$ cat config.mk
export PLATFORM = sky130hd
export DESIGN_NAME = serv_bufreg_w
export DESIGN_NICKNAME = d
export VERILOG_FILES = /design/src/rtl/serv_bufreg_w.sv
export SDC_FILE = /design/constraint.sdc
export NUM_CORES = 1
export LEC_CHECK = 0
export CELL_PAD_IN_SITES_DETAIL_PLACEMENT = 0
export CELL_PAD_IN_SITES_GLOBAL_PLACEMENT = 1
export CORE_ASPECT_RATIO = 1.25
export CORE_MARGIN = 4
export CORE_UTILIZATION = 32
export CTS_CLUSTER_DIAMETER = 30
export DETAILED_ROUTE_END_ITERATION = 6
export GPL_TIMING_DRIVEN = 0
export PLACE_DENSITY_LB_ADDON = 0.1
export SLEW_MARGIN = 15
export SYNTH_ARGS = -nofsm -noshare
export SYNTH_HDL_FRONTEND = slang
export SYNTH_SLANG_ARGS = --single-unit
$ cat constraint.sdc
create_clock -name i_clk -period 3.4 [get_ports i_clk]
set_input_delay 0.85 -clock i_clk [delete_from_list [all_inputs] [get_ports i_clk]]
set_output_delay 0.85 -clock i_clk [all_outputs]
set_load 0.005 [all_outputs]
$ cat src/rtl/serv_bufreg_w.sv
// rtl/serv_bufreg_w.sv - bit-serial address/operand buffer with inline W-bit adder
//
// Ports:
//   i_clk        clock, all state updates on the rising edge
//   i_rst        synchronous active-high reset
//   i_en         beat enable, one W-bit beat per cycle while high
//   i_init       1 = accumulate rs1+imm into the buffer, 0 = shift the buffer out
//   i_cfu_op     custom-function-unit operation in progress (masks o_lsb when CFU=1)
//   i_rs1_en     rs1 operand gate
//   i_imm_en     imm operand gate
//   i_clr_lsb    clear imm bit 0 on beat 0 (JALR target alignment)
//   i_sh_signed  sign-fill during shift-out
//   i_rs1        rs1 operand beat, LSB-first
//   i_imm        immediate operand beat, LSB-first
//   o_q          serial buffer output beat
//   o_last       final beat of a word while enabled
//   o_lsb        address bits [1:0]
//   o_dbus_adr   word-aligned data bus address
//   o_ext_rs1    full 32-bit buffer contents

module serv_bufreg_w #(
  parameter int W   = 1,
  parameter int CFU = 0
) (
  input  logic         i_clk,
  input  logic         i_rst,
  input  logic         i_en,
  input  logic         i_init,
  input  logic         i_cfu_op,
  input  logic         i_rs1_en,
  input  logic         i_imm_en,
  input  logic         i_clr_lsb,
  input  logic         i_sh_signed,
  input  logic [W-1:0] i_rs1,
  input  logic [W-1:0] i_imm,
  output logic [W-1:0] o_q,
  output logic         o_last,
  output logic [1:0]   o_lsb,
  output logic [31:0]  o_dbus_adr,
  output logic [31:0]  o_ext_rs1
);

  localparam int BEATS = 32 / W;
  localparam int CW    = (BEATS > 1) ? $clog2(BEATS) : 1;

  logic [CW-1:0] cnt;
  logic          c_r;
  logic [31:0]   buf_q;

  logic [W-1:0]  rs1_m;
  logic [W-1:0]  imm_m;
  logic [W-1:0]  fill;
  logic [W:0]    sum;

  // Serial adder: one W-bit slice per beat, carry held in c_r between beats.
  always_comb begin
    rs1_m = i_rs1 & {W{i_rs1_en}};
    imm_m = i_imm & {W{i_imm_en}};
    // JALR targets drop bit 0; that bit only exists in beat 0.
    if ((cnt == '0) && i_clr_lsb) begin
      imm_m[0] = 1'b0;
    end
    sum  = {1'b0, rs1_m} + {1'b0, imm_m} + {{W{1'b0}}, c_r};
    fill = i_sh_signed ? {W{buf_q[31]}} : {W{1'b0}};
  end

  always_ff @(posedge i_clk) begin
    if (i_rst) begin
      cnt   <= '0;
      c_r   <= 1'b0;
      buf_q <= '0;
    end else if (i_en) begin
      // Counter width equals log2(BEATS), so natural overflow is the wrap.
      cnt <= cnt + CW'(1);
      // Carry out of the final beat lands in c_r too; bit 32 is meaningless
      // and is dropped once the enable falls between words.
      c_r <= sum[W];
      if (i_init) begin
        buf_q <= {sum[W-1:0], buf_q[31:W]};
      end else begin
        buf_q <= {fill, buf_q[31:W]};
      end
    end else begin
      // An idle cycle breaks the carry chain.
      c_r <= 1'b0;
    end
  end

  assign o_q        = buf_q[W-1:0] & {W{i_en}};
  assign o_last     = i_en && (cnt == CW'(BEATS - 1));
  assign o_lsb      = ((CFU != 0) && i_cfu_op) ? 2'b00 : buf_q[1:0];
  assign o_dbus_adr = {buf_q[31:2], 2'b00};
  assign o_ext_rs1  = buf_q;

endmodule

==> impl_metrics.ini <==
[min_path]
hp-start = o_ext_rs1[31]
whs_path_depth = 2
hold_path.class = register to register
holdPathEnd = o_ext_rs1[31]

[routing]
vias = 1314
dr.first_iter.drc_count = 35
drc_errors = 0
antenna_left = 0
dr.pass1.iters = 4
routed_wl_um = 3560
via_per_inst = 4.132
routedWlPerCell_um = 11.19

[setup_path]
reg2reg_from = cnt[0]
cp_num_buf_inv = 1
path_common_cell = ha_1
path_delay_family = buffers and inverters
end_kind = primary output
start_kind = register
required_ns = 2.55
crit_path_cell_trace = ha_1, and3_1, ha_1, and2_1, clkdlybuf4s50_1
reg2reg_slack_ns = 1.76
cp_slowest_cell = clkdlybuf4s50_1
worst-r2r-cell-count = 7
rr_endpoint = o_ext_rs1[31]
path_class = register to primary output
slowest_delay_ns = 0.51
path_max_fanout = 4
cp.arrival_ns = 1.82

[synth]
syn_area_per_cell_sq_um = 9.974
syn_inst = 176
ys_seq_elements = 38
yosysSeqAreaShare_pct = 43.34
ys_types = 24
ys_warn_count = 0
netlist_area_sq_mm = 0.001755

[clock_tree]
clk_latency_ns = 0.28
cts_sinks = 38
cts_tree = yes
htreeDepth = 2
holdBufCountCts = 0
cts_max_path_buffers = 2
post-cts-setup-buffers = 0
clock-root-buffer = clkbuf_8
cts_made_buffers = 5
cts_resized = 0
clk_pin_slew_ns = 0.07

[floorplan]
fp-row-count = 29
core_area_sq_mm = 0.005189
io_pins = 79
die_h_um = 90.81
initial_core_util_pct = 33.83
die_area_sq_mm = 0.006742
dieWidth_um = 74.25

[job]
drv_cap = 0

[global_route]
antenna_found_initial = 0
grt_use_total_pct = 10.77
grt_overflow = 0
grt_max_degree = 11
grt_pass1_vias = 1247
grt_pass1_wl_um = 5775

[final_layout]
drive_above_1_share_pct = 19.14
areaGrowthSynthToFinish_pct = 50.96
nFillCells = 511
final_nets = 272
ff_latch_area_sq_um = 760.7
multi_input_area_sq_um = 648.1
mostFrequentLayoutCells = clkdlybuf4s50_1, dfxtp_1, nor2_1, buf_4, mux2i_1
num_antenna_cells = 0
final_common_cell = clkdlybuf4s50_1

[placement]
place.gp.congestion = 0.6441
dpl.hpwl_um = 2602
dpl_worst_slack_ns = 0.7533
portBuffers = 73

[sta]
slew_viol_final = 0
finalSetupTns_ns = 0
timing.final.ws_setup_ns = 0.7266
fin_crit_sh_pct = 78.63
final.min_clock_period_ns = 2.673
fin_worst_skew_ns = 0.004665
finalHoldViolations = 0
rsz0062_at_grt = false
setup_viol = 0
fmax_mhz = 374.1

[pwr]
seqPwrFrac_pct = 55.4
leakagePower_uw = 0.001165
power_density_mw_per_mm2 = 309.2
combinationalPowerShare_pct = 7.7
switchingPower_uw = 180.1
clockPowerShare_pct = 37.0
p_int_uw = 639.1
power_switching_share_pct = 21.99
ir_drop_mv = 0.2548

[outcome]
status = complete, no violations
==> cells by family (layout without fill, tap and decap cells) <==
kind of cell | Yosys count | after routing | synth area share (%)
and+or+nand+nor | 48 | 48 | 12.33
buffers and inverters | 47 | 126 | 19.96
DFF | 38 | 38 | 43.34
muxes | 33 | 33 | 18.82
adders and majority gates | 4 | 4 | 3.279
xor gates and xnor gates | 3 | 3 | 1.497
AOI/OAI and AO/OA | 2 | 2 | 0.5697
other | 1 | 2 | 0.2136
==> metal layers <==
metal | wire (um) | GRT usage, %
met1 | 1699 | 14.48
met2 | 1545 | 16.20
met3 | 273 | 3.675
met4 | 42 | 3.116
met5 | 0 | 0
==> metrics by stage <==
stage	hold slack (ns)	area (sq um)	total power (uW)	util, %	instances
after floorplan	0.4910	1759	507.1	-	177
after global placement	0.5217	2567	528.6	49.48	312
after detailed placement	0.5327	2567	528.3	49.48	312
after CTS	0.5446	2650	836.4	51.07	318
after global routing	0.5696	2650	855.6	51.07	318
final	0.5284	2650	819.3	51.07	318
==> layout make-up <==
| cell class | count | area share, % |
|---|---|---|
| plain buffers | 43 | 12.65 |
| clock buffers | 6 | 3.116 |
| inverters | 4 | 0.5666 |
| multi-input cells | 92 | 24.46 |
| flip-flops and latches | 38 | 28.71 |
| well taps | 62 | 2.927 |
| repair buffers | 73 | 27.57 |
==> Yosys cell counts <==
cell / instances / area, sq um
ha_1: 3 / 37.54
o21ai_0: 1 / 5.000
dfxtp_1: 38 / 760.7
clkbuf_1: 1 / 3.750
nor3_1: 2 / 10.01
a21oi_1: 1 / 5.000
nand4_4: 1 / 21.27
fa_1: 1 / 20.02
buf_4: 35 / 262.8
buf_2: 3 / 15.01
and2_1: 2 / 12.51
mux2i_1: 33 / 330.3
buf_12: 1 / 20.02
xor2_1: 2 / 17.52
and3_1: 1 / 6.260
inv_1: 4 / 15.01
nand3b_1: 1 / 7.510
nor2_1: 36 / 135.1
nand3_1: 2 / 10.01
xnor2_1: 1 / 8.760
buf_6: 3 / 33.78
nor2b_1: 1 / 6.260
nand2_1: 2 / 7.510
conb_1: 1 / 3.750
==> power by group through the flow <==
stage	Sequential, uW	Clock, uW	Combinational (uW)
final	454	303	62.8
after global routing	454	332	69.9
after CTS	454	318	64.5
after detailed placement	464	0	64.5
after global placement	464	0	64.6
after floorplan	463	0	44.1
==> state kept, by name, summed over array words and instances, names as in the netlist <==
register and cells:
o_ext_rs1 32, cnt 5, c_r 1
==> worst reg2reg max path: stages (launching register included) <==
cell and delay [ns]:
dfxtp_1 0.43, inv_1 0.07, ha_1 0.20, nand3_1 0.07
nand3_1 0.11, fa_1 0.42, nand3b_1 0.16, a21oi_1 0.13
==> worst max path at each step <==
stage / from / cells after the start / to / slack [ns]
after floorplan: i_en / 3 / o_last / 1.28
after global placement: i_en / 4 / o_last / 0.75
after detailed placement: i_en / 4 / o_last / 0.75
after CTS: cnt[0] / 5 / o_last / 0.70
after global routing: cnt[0] / 5 / o_last / 0.63
final: cnt[0] / 5 / o_last / 0.73
(Power assumes the default switching activity.)
